### config.mk
export PLATFORM = sky130hd
export DESIGN_NAME = ld_wb_ctrl
export DESIGN_NICKNAME = d
export VERILOG_FILES = /design/src/rtl/npu_pkg.sv /design/src/rtl/ld_host_obuf.sv /design/src/rtl/ld_wb_ctrl.sv
export SDC_FILE = /design/constraint.sdc
export NUM_CORES = 1
export LEC_CHECK = 0
export ABC_AREA = 1
export BUFFER_PORTS_ARGS = -buffer_cell sky130_fd_sc_hd__buf_2
export CORE_AREA = 3 3 526 528
export CTS_CLUSTER_DIAMETER = 60
export CTS_CLUSTER_SIZE = 30
export DETAILED_ROUTE_END_ITERATION = 8
export DIE_AREA = 0 0 529 531
export REMOVE_ABC_BUFFERS = 1
export SLEW_MARGIN = 20
export SYNTH_ARGS = -nofsm -noshare
export SYNTH_HDL_FRONTEND = slang
export SYNTH_SLANG_ARGS = --single-unit
### constraint.sdc
create_clock -name clk -period 16.8 [get_ports clk]
set_input_delay 0 -clock clk [delete_from_list [all_inputs] [get_ports clk]]
set_output_delay 0 -clock clk [all_outputs]
set_load 0.03 [all_outputs]
### src/rtl/npu_pkg.sv
// ----------------------------------------------------------------------------
// npu_pkg
// Shared encodings for the NPU LD write-back path.
//   SRC_HOST / SRC_MFU : values of the LD micro-instruction source select.
//   ld_state_e         : write-back controller states.
// ----------------------------------------------------------------------------
package npu_pkg;

    localparam logic SRC_HOST = 1'b0;
    localparam logic SRC_MFU  = 1'b1;

    typedef enum logic {
        ST_RUN   = 1'b0,
        ST_FLUSH = 1'b1
    } ld_state_e;

endpackage

### src/rtl/ld_host_obuf.sv
// ----------------------------------------------------------------------------
// ld_host_obuf
// One-entry valid/ready output register for the host output stream.
// A load and a drain may happen in the same cycle; the register then stays
// valid and holds the newly loaded word.
// Ports:
//   clk, rst          : clock, synchronous active-high reset
//   i_load, i_data    : load request and word (caller guarantees room)
//   o_valid, o_data   : output word, held stable while o_valid & !i_rdy
//   i_rdy             : downstream ready
// ----------------------------------------------------------------------------
module ld_host_obuf #(
    parameter int DW = 320
) (
    input  logic          clk,
    input  logic          rst,
    input  logic          i_load,
    input  logic [DW-1:0] i_data,
    output logic          o_valid,
    input  logic          i_rdy,
    output logic [DW-1:0] o_data
);

    logic          valid_q, valid_d;
    logic [DW-1:0] data_q, data_d;

    always_comb begin
        valid_d = valid_q;
        data_d  = data_q;
        // Drain first, then a load overrides it so load+drain keeps valid.
        if (valid_q && i_rdy) begin
            valid_d = 1'b0;
        end
        if (i_load) begin
            valid_d = 1'b1;
            data_d  = i_data;
        end
    end

    always_ff @(posedge clk) begin
        if (rst) begin
            valid_q <= 1'b0;
        end else begin
            valid_q <= valid_d;
        end
    end

    // Data needs no reset: it is only observed while valid_q is set.
    always_ff @(posedge clk) begin
        data_q <= data_d;
    end

    assign o_valid = valid_q;
    assign o_data  = data_q;

endmodule

### src/rtl/ld_wb_ctrl.sv
// ----------------------------------------------------------------------------
// ld_wb_ctrl
// Consumer side of the LD micro-instruction queue. Pairs each LD uinst with
// one data vector from the host stream (src0) or the MFU stream (src1),
// issues the registered VRF write one cycle later, optionally forwards the
// vector to the host output, counts completed macro-instructions and raises
// a one-cycle interrupt only once all host traffic of the instruction has
// drained.
// Ports:
//   clk, rst                      : clock, synchronous active-high reset
//   i_uinst_*, o_uinst_rdy        : decoded LD uinst and its pop strobe
//   i_src0_* / o_src0_rdy         : host data stream
//   i_src1_* / o_src1_rdy         : MFU data stream
//   o_vrf_wr_en, o_vrf0/1_addr,
//   o_vrf_wr_data                 : registered VRF write port
//   o_host_valid/data, i_host_rdy : host output stream
//   o_interrupt                   : one-cycle completion pulse
//   o_inst_done                   : completed macro-instruction count (wraps)
//   o_busy                        : flushing or host word pending
// ----------------------------------------------------------------------------
module ld_wb_ctrl
    import npu_pkg::*;
#(
    parameter int DW    = 320,
    parameter int NVRF  = 4,
    parameter int VRFAW = 9,
    parameter int CNTW  = 16
) (
    input  logic             clk,
    input  logic             rst,
    input  logic             i_uinst_valid,
    output logic             o_uinst_rdy,
    input  logic [NVRF-1:0]  i_uinst_vrf_id,
    input  logic [VRFAW-1:0] i_uinst_vrf0_addr,
    input  logic [VRFAW-1:0] i_uinst_vrf1_addr,
    input  logic             i_uinst_src_sel,
    input  logic             i_uinst_last,
    input  logic             i_uinst_interrupt,
    input  logic             i_uinst_report_to_host,
    input  logic             i_src0_valid,
    output logic             o_src0_rdy,
    input  logic [DW-1:0]    i_src0_data,
    input  logic             i_src1_valid,
    output logic             o_src1_rdy,
    input  logic [DW-1:0]    i_src1_data,
    output logic [NVRF-1:0]  o_vrf_wr_en,
    output logic [VRFAW-1:0] o_vrf0_addr,
    output logic [VRFAW-1:0] o_vrf1_addr,
    output logic [DW-1:0]    o_vrf_wr_data,
    output logic             o_host_valid,
    input  logic             i_host_rdy,
    output logic [DW-1:0]    o_host_data,
    output logic             o_interrupt,
    output logic [CNTW-1:0]  o_inst_done,
    output logic             o_busy
);

    ld_state_e        state_q, state_d;
    logic [NVRF-1:0]  vrf_wr_en_q, vrf_wr_en_d;
    logic [VRFAW-1:0] vrf0_addr_q, vrf0_addr_d;
    logic [VRFAW-1:0] vrf1_addr_q, vrf1_addr_d;
    logic [DW-1:0]    wr_data_q, wr_data_d;
    logic [CNTW-1:0]  inst_done_q, inst_done_d;
    logic             interrupt_q, interrupt_d;

    logic             host_valid;
    logic             host_free;
    logic             src_valid;
    logic [DW-1:0]    src_data;
    logic             fire;

    // ------------------------------------------------------------------
    // Handshake: the uinst, its selected source and (if reporting) the
    // host register must all be ready for the pair to be consumed.
    // ------------------------------------------------------------------
    always_comb begin
        src_valid = (i_uinst_src_sel == SRC_MFU) ? i_src1_valid : i_src0_valid;
        src_data  = (i_uinst_src_sel == SRC_MFU) ? i_src1_data  : i_src0_data;
        host_free = !host_valid || i_host_rdy;
        fire      = (state_q == ST_RUN) && i_uinst_valid && src_valid &&
                    (!i_uinst_report_to_host || host_free);
    end

    assign o_uinst_rdy = fire;
    assign o_src0_rdy  = fire && (i_uinst_src_sel == SRC_HOST);
    assign o_src1_rdy  = fire && (i_uinst_src_sel == SRC_MFU);

    // ------------------------------------------------------------------
    // Next-state logic
    // ------------------------------------------------------------------
    always_comb begin
        state_d     = state_q;
        vrf_wr_en_d = '0;
        vrf0_addr_d = vrf0_addr_q;
        vrf1_addr_d = vrf1_addr_q;
        wr_data_d   = wr_data_q;
        inst_done_d = inst_done_q;
        interrupt_d = 1'b0;

        if (fire) begin
            vrf_wr_en_d = i_uinst_vrf_id;
            vrf0_addr_d = i_uinst_vrf0_addr;
            vrf1_addr_d = i_uinst_vrf1_addr;
            wr_data_d   = src_data;
            if (i_uinst_last) begin
                inst_done_d = inst_done_q + CNTW'(1);
            end
        end

        case (state_q)
            ST_RUN: begin
                // An interrupt bit on a non-last uinst is ignored.
                if (fire && i_uinst_last && i_uinst_interrupt) begin
                    state_d = ST_FLUSH;
                end
            end
            ST_FLUSH: begin
                // Hold off new work until the host word of the final uinst
                // has left; the pulse then follows on the next cycle.
                if (!host_valid) begin
                    state_d     = ST_RUN;
                    interrupt_d = 1'b1;
                end
            end
            default: begin
                state_d = ST_RUN;
            end
        endcase
    end

    // ------------------------------------------------------------------
    // Control state and registered outputs
    // ------------------------------------------------------------------
    always_ff @(posedge clk) begin
        if (rst) begin
            state_q     <= ST_RUN;
            vrf_wr_en_q <= '0;
            inst_done_q <= '0;
            interrupt_q <= 1'b0;
        end else begin
            state_q     <= state_d;
            vrf_wr_en_q <= vrf_wr_en_d;
            inst_done_q <= inst_done_d;
            interrupt_q <= interrupt_d;
        end
    end

    // Write address/data are qualified by o_vrf_wr_en, so no reset needed.
    always_ff @(posedge clk) begin
        vrf0_addr_q <= vrf0_addr_d;
        vrf1_addr_q <= vrf1_addr_d;
        wr_data_q   <= wr_data_d;
    end

    ld_host_obuf #(
        .DW (DW)
    ) u_host_obuf (
        .clk     (clk),
        .rst     (rst),
        .i_load  (fire && i_uinst_report_to_host),
        .i_data  (src_data),
        .o_valid (host_valid),
        .i_rdy   (i_host_rdy),
        .o_data  (o_host_data)
    );

    assign o_vrf_wr_en   = vrf_wr_en_q;
    assign o_vrf0_addr   = vrf0_addr_q;
    assign o_vrf1_addr   = vrf1_addr_q;
    assign o_vrf_wr_data = wr_data_q;
    assign o_host_valid  = host_valid;
    assign o_interrupt   = interrupt_q;
    assign o_inst_done   = inst_done_q;
    assign o_busy        = (state_q != ST_RUN) || host_valid;

endmodule

# Yosys cells after proc, flatten, opt, wreduce, memory -nomap -nowiden

Index checks and enable logic that the tools add are counted.

Bits of input ports: 672
Flip-flop bits (word level): 681
Output and inout port bits: 684

Add/subtract/negate cells: 1
Reductions and logical operators: 18
Mux-type cells: 8
Bitwise gates (word level): 3

Operator list:

| cell                    | number |
|---|---|
| $mux W320               | 1 |
| $add A16 B1 Y16 const B | 1 |
| $logic_and A1 B1 Y1     | 9 |
| $mux W1                 | 6 |
| $reduce_or A2 Y1        | 2 |
| $logic_or A1 B1 Y1      | 3 |
| $not A1 Y1              | 3 |
| $logic_not A1 Y1        | 2 |
| $pmux W1 S2             | 1 |
| $reduce_and A2 Y1       | 1 |
| $reduce_bool A2 Y1      | 1 |

# Longest topological paths before layout

Depth after elaboration: 8
Mapped depth: 10
Mapped depth without buffers: 8

# By module

Synthesis repeated with hierarchy kept, for this count alone.

Cells, all modules: 1855
Area, all modules: 24785.0 um^2

By module, submodules not included:

| module       | cells an instance | times used | area an instance (um^2) |
|---|---|---|---|
| ld_wb_ctrl   | 1530              | 1          | 15135.8 |
| ld_host_obuf | 325               | 1          | 9649.3 |

# Least setup slack after synthesis

No wires, ideal clock.

Path type: reg2reg
Start point: reg u_host_obuf.valid_q, in the netlist u_host_obuf.o_valid
End point: reg u_host_obuf.data_q[0], in the netlist u_host_obuf.o_data[0], enable pin
Data arrival time: 14.394 ns
Data required time: 16.155 ns
Period minus slack after synthesis: 15.040 ns
Slack: 1.760 ns
Stages on the path, launching flop included: 6
Cells stage by stage: dfxtp_1 nand3_1 nand3_2 inv_1 nand2_1 inv_1

Cells in the longest elaborated chain, start to end: 5

RTL lines:

| item                         | RTL line           | text |
|---|---|---|
| start: declaration           | ld_host_obuf.sv:24 | `logic valid_q, valid_d;` |
| start signal: assignment     | ld_host_obuf.sv:44 | `valid_q <= valid_d;` |
| $logic_not A1 Y1             | --                 |  |
| $logic_or A1 B1 Y1           | ld_wb_ctrl.sv:79   | `host_free = !host_valid \|\| i_host_rdy;` |
| $logic_or A1 B1 Y1           | ld_wb_ctrl.sv:81   | `(!i_uinst_report_to_host \|\| host_free);` |
| $logic_and A1 B1 Y1          | ld_wb_ctrl.sv:80   | `fire = (state_q == ST_RUN) && i_uinst_valid && src_valid &&` |
| named net o_uinst_rdy        | ld_wb_ctrl.sv:32   | `output logic o_uinst_rdy,` |
| $logic_and A1 B1 Y1          | ld_wb_ctrl.sv:160  | `.i_load (fire && i_uinst_report_to_host),` |
| named net u_host_obuf.i_load | ld_host_obuf.sv:17 | `input logic i_load,` |
| end signal: assignment       | ld_host_obuf.sv:50 | `data_q <= data_d;` |
| end: declaration             | ld_host_obuf.sv:25 | `logic [DW-1:0] data_q, data_d;` |

The timed path passes the listed nets, and every way through them passes these cells.
A chain may end at the register's enable or synchronous reset.

# Worst setup path in the final report

Start point: reg state_q
End point: reg u_host_obuf.data_q[181], in the netlist u_host_obuf.o_data[181], enable pin

Cells in the longest elaborated chain, start to end: 5

RTL lines:

| item                              | RTL line           | text |
|---|---|---|
| start: declaration                | ld_wb_ctrl.sv:58   | `ld_state_e state_q, state_d;` |
| start signal: assignment          | ld_wb_ctrl.sv:141  | `state_q <= state_d;` |
| $not A1 Y1                        | --                 |  |
| $logic_and A1 B1 Y1 (3 in series) | ld_wb_ctrl.sv:80   |  |
| $logic_and A1 B1 Y1               | ld_wb_ctrl.sv:160  |  |
| named net u_host_obuf.i_load      | ld_host_obuf.sv:17 |  |

The timed path passes the listed nets, and every way through them passes these cells.

==> results.txt <==
* Met1 track utilization from global routing: between 15 and 20%
- Count of fill cells added during filler insertion: 30040
* Worst Tran Pin Value: 1046 ps
* Area overhead of the layout relative to synthesis: 89.18%
- The die is 531 um tall.
- The worst pin sits at a relative slew slack of 30.24%.
- Biggest area contributors in the synthesized netlist: sky130_fd_sc_hd__edfxtp_1 (80%), sky130_fd_sc_hd__nand2_1 (15%), sky130_fd_sc_hd__dfxtp_1 (1.9%)
- The H-tree generated during clock tree synthesis spans 3 levels.
- Iter 0 DRT Violations: 2082
- For the worst setup path, the data required time is 17160 ps.
- The worst setup path is of the reg -> reg kind.
* Maximum number of pins on one net before global-route repair: 106
* Starting utilization of the core area: 9.075%
- Lkg Pwr: between 0.015 and 0.02 uW
- Sinks on the clock net: between 600 and 700
* Library cells used by synthesis: 19
* Vias in the first global route: 23930
* Via count normalized by instance count: 3.215
- After clock tree synthesis, the clock-pin slew on the worst setup and hold paths is about 70 ps.
- GRT Residual Overflow: 0
- IR analysis of the VDD net gives a maximum drop of 0.07437 mV.
- Clock tree root buffer cell: sky130_fd_sc_hd__clkbuf_16
* Average wire per standard cell: 25.69 um
* Ratio of final minimum period to clock period: approximately 28%
- # placed instances: 6740
* Busiest metal layer after global routing: met2
* Final Slew Violations: 0
- The run finished, with violations left.
* Final Non-Filler Cells: 7716
- The net count of the finished layout is 4709.
- For this design, the slowest cell found on the critical path is sky130_fd_sc_hd__buf_4.
- Final weighted congestion in routability-driven placement: 0.9237
- Pre-Repair DR Iteration Count: 5
- Overall routing resource usage: 13.27%
- Total number of vias: 24810
- TritonCTS built the clock tree.
- Clock tree buffer depth: 4
- Most Frequent Cell on Critical Path: sky130_fd_sc_hd__buf_4
- Together, buffers and inverters on the worst path number 5.
* Final Setup Violations: 0
* Width of the die: 529 um
* Crit start category: flop
- Number of flops mapped to enable cells by yosys: 658
- In the layout the commonest cells are sky130_fd_sc_hd__buf_2 (1354), sky130_fd_sc_hd__nand2_1 (1000), sky130_fd_sc_hd__dlygate4sd3_1 (801), sky130_fd_sc_hd__edfxtp_1 (658), sky130_fd_sc_hd__clkbuf_16 (82).
- Most common cell after layout, fill and taps aside: sky130_fd_sc_hd__buf_2
- The final reports fail on hold timing.
- Remaining antenna violation count after routing: 0
- The number of failing hold endpoints at the final stage was 2.
* Setup TNS after final layout: 0 ps
- Floorplan die area: 280900 um^2
- The final layout contains routed wiring with a total length of approximately 200000 um.
- Timing would allow up to 209.6 MHz.
- Stage delay of the slowest cell on the critical path: 880 ps
* Largest driver fanout on the critical path: 76
* Area share of the largest cell type after synthesis: 79.79%
* Setup repair after global routing missed its margin: no
- Count of buffers inserted at the top-level ports: 1355
- Placed wire-length estimate after detailed placement: roughly 160000 um
- After synthesis the cells add up to 24770 um^2.
- PD cells: 99.42 nW/um^2
- Across all hold checks on the routed design, the worst slack comes to -33.50 ps.
- Met3 global-route usage: 6.334%
- Site Rows: 192
- On the critical path the largest part of the delay comes from buffers and inverters.
- A synthesized cell averages 13.36 um^2.
* Kind of end point of the critical path: flop
- After synthesis, the share of flip-flops with an asynchronous set or reset is 0%.
* Part of the Yosys area used for sequential elements: about four fifths
- Gates resized, CTS repair: 0
* Met2 layer usage reported by global route: 19.97%
* First-pass GRT wire length: 243600 um
- DRC errors left: 0
* Number of buffers inserted during clock tree synthesis: 82
- Total power: 4658 uW
- For the worst setup path, the data arrival time is 5140 ps.
- Across the routed clock network, the largest skew measured is 27.77 ps.
- Number of antenna violations at the first check in global routing: 107
- In this run the post-CTS setup repair buffer count came out at 0.
* Top cell type by total area after synthesis: sky130_fd_sc_hd__edfxtp_1
* YS warnings: 0
* Std-Cell Core Area: about 270000 um^2
- The cell count after synthesis came out at approximately 1900.
- Clock period minus final worst setup slack: 4772 ps
* Path class of the lowest-slack min-delay path: in -> reg
* Share of layout cells above drive strength 1: about 37%
- The signal on the critical path passes through nor2_1 -> nand3_2 -> inv_8 -> nand2_1 -> inv_8 -> buf_4 -> buf_4 -> buf_4.
- Post-synthesis sequential element count: 681
* Max-Cap Viols: 0
- At the later pin of the worst-skew pair, clock insertion delay measures between 700 and 800 ps.
- CTS Hold Bufs: 801
* Finished Core Util: 17.17%
- Predominant post-synthesis flop cell: sky130_fd_sc_hd__edfxtp_1
- I/O pin total: 1356
## worst register-to-register path, delay by kind of cell (launching register included)
kind / cells / cell delay (ps)
DFF: 1 / 340
buffers and inverters: 5 / 3230
and+or+nand+nor: 3 / 680
## registers in the layout, summed over array words and instances (netlist names)
| name | count |
|---|---|
| u_host_obuf.o_data | 320 |
| o_interrupt | 1 |
| o_vrf_wr_data | 320 |
| o_vrf0_addr | 9 |
| state_q | 1 |
| o_vrf_wr_en | 4 |
| o_vrf1_addr | 9 |
| u_host_obuf.o_valid | 1 |
| o_inst_done | 16 |
## power breakdown
| group | internal [uW] | switching, uW |
|---|---|---|
| clock network | 1010 | 890 |
| logic | 277 | 495 |
| registers | 1960 | 23.0 |
## worst paths after layout
path / startpoint / slack (ps) / end / cells past startpoint
worst max-delay path: state_q / 12030 / u_host_obuf.o_data[181] / 8
worst min-delay path: i_src0_data[275] / -30 / u_host_obuf.o_data[275] / 3
worst max register to register: state_q / 12030 / u_host_obuf.o_data[181] / 8
worst min register to register: state_q / 490 / o_interrupt / 2
## synthesized netlist by cell type (3+ instances only)
master	number
sky130_fd_sc_hd__buf_1	6
sky130_fd_sc_hd__buf_2	32
sky130_fd_sc_hd__buf_6	3
sky130_fd_sc_hd__a21oi_1	17
sky130_fd_sc_hd__inv_1	19
sky130_fd_sc_hd__nand3_1	19
sky130_fd_sc_hd__dfxtp_1	23
sky130_fd_sc_hd__clkbuf_1	33
sky130_fd_sc_hd__edfxtp_1	658
sky130_fd_sc_hd__nor2_1	35
sky130_fd_sc_hd__nand2_1	1000
## final cells by class
cell class                 instances  area (um^2)  area share [%]
clock inverter                    60        832.0           1.776
multi-input combinational       1077         4120           8.794
clock buffer                      85         2063           4.404
antenna                           30        75.07          0.1602
tap                             3589         4491           9.585
timing repair buffer            2174        14940           31.90
sequential                       681        20220           43.16
inverter                          20        106.4          0.2270
## stage by stage
| step | instance area, um^2 | setup WS [ps] | hold WS, ps |
|---|---|---|---|
| final | 46850 | 12030 | -33.50 |
| after global routing | 46810 | 11640 | 8.369 |
| after CTS | 46780 | 11900 | 2.043 |
| after detailed placement | 35860 | 11450 | 178.7 |
| after global placement | 35860 | 11440 | 177.0 |
| after floorplan | 24420 | 681.0 | 69.07 |
## metal layers
metal	vias up	routed length [um]
li1	10690	-
met5	-	327
met4	46	8746
met3	324	26770
met2	1709	84120
met1	12030	78280
## cells by family (layout without fill, tap and decap cells)
family                   Yosys count  count (layout)  share of synthesized area (%)
AO/OA/AOI/OAI                     17              17                         0.3435
XOR/XNOR                           1               1                        0.03537
adder cells (fa/ha/maj)            1               1                        0.05051
buffers and inverters             95            2339                          1.718
flip-flops                       681             681                          81.65
other                              0              30                              0
AND/OR/NAND/NOR                 1058            1058                          16.21
Power figures use the tool's default switching activity.
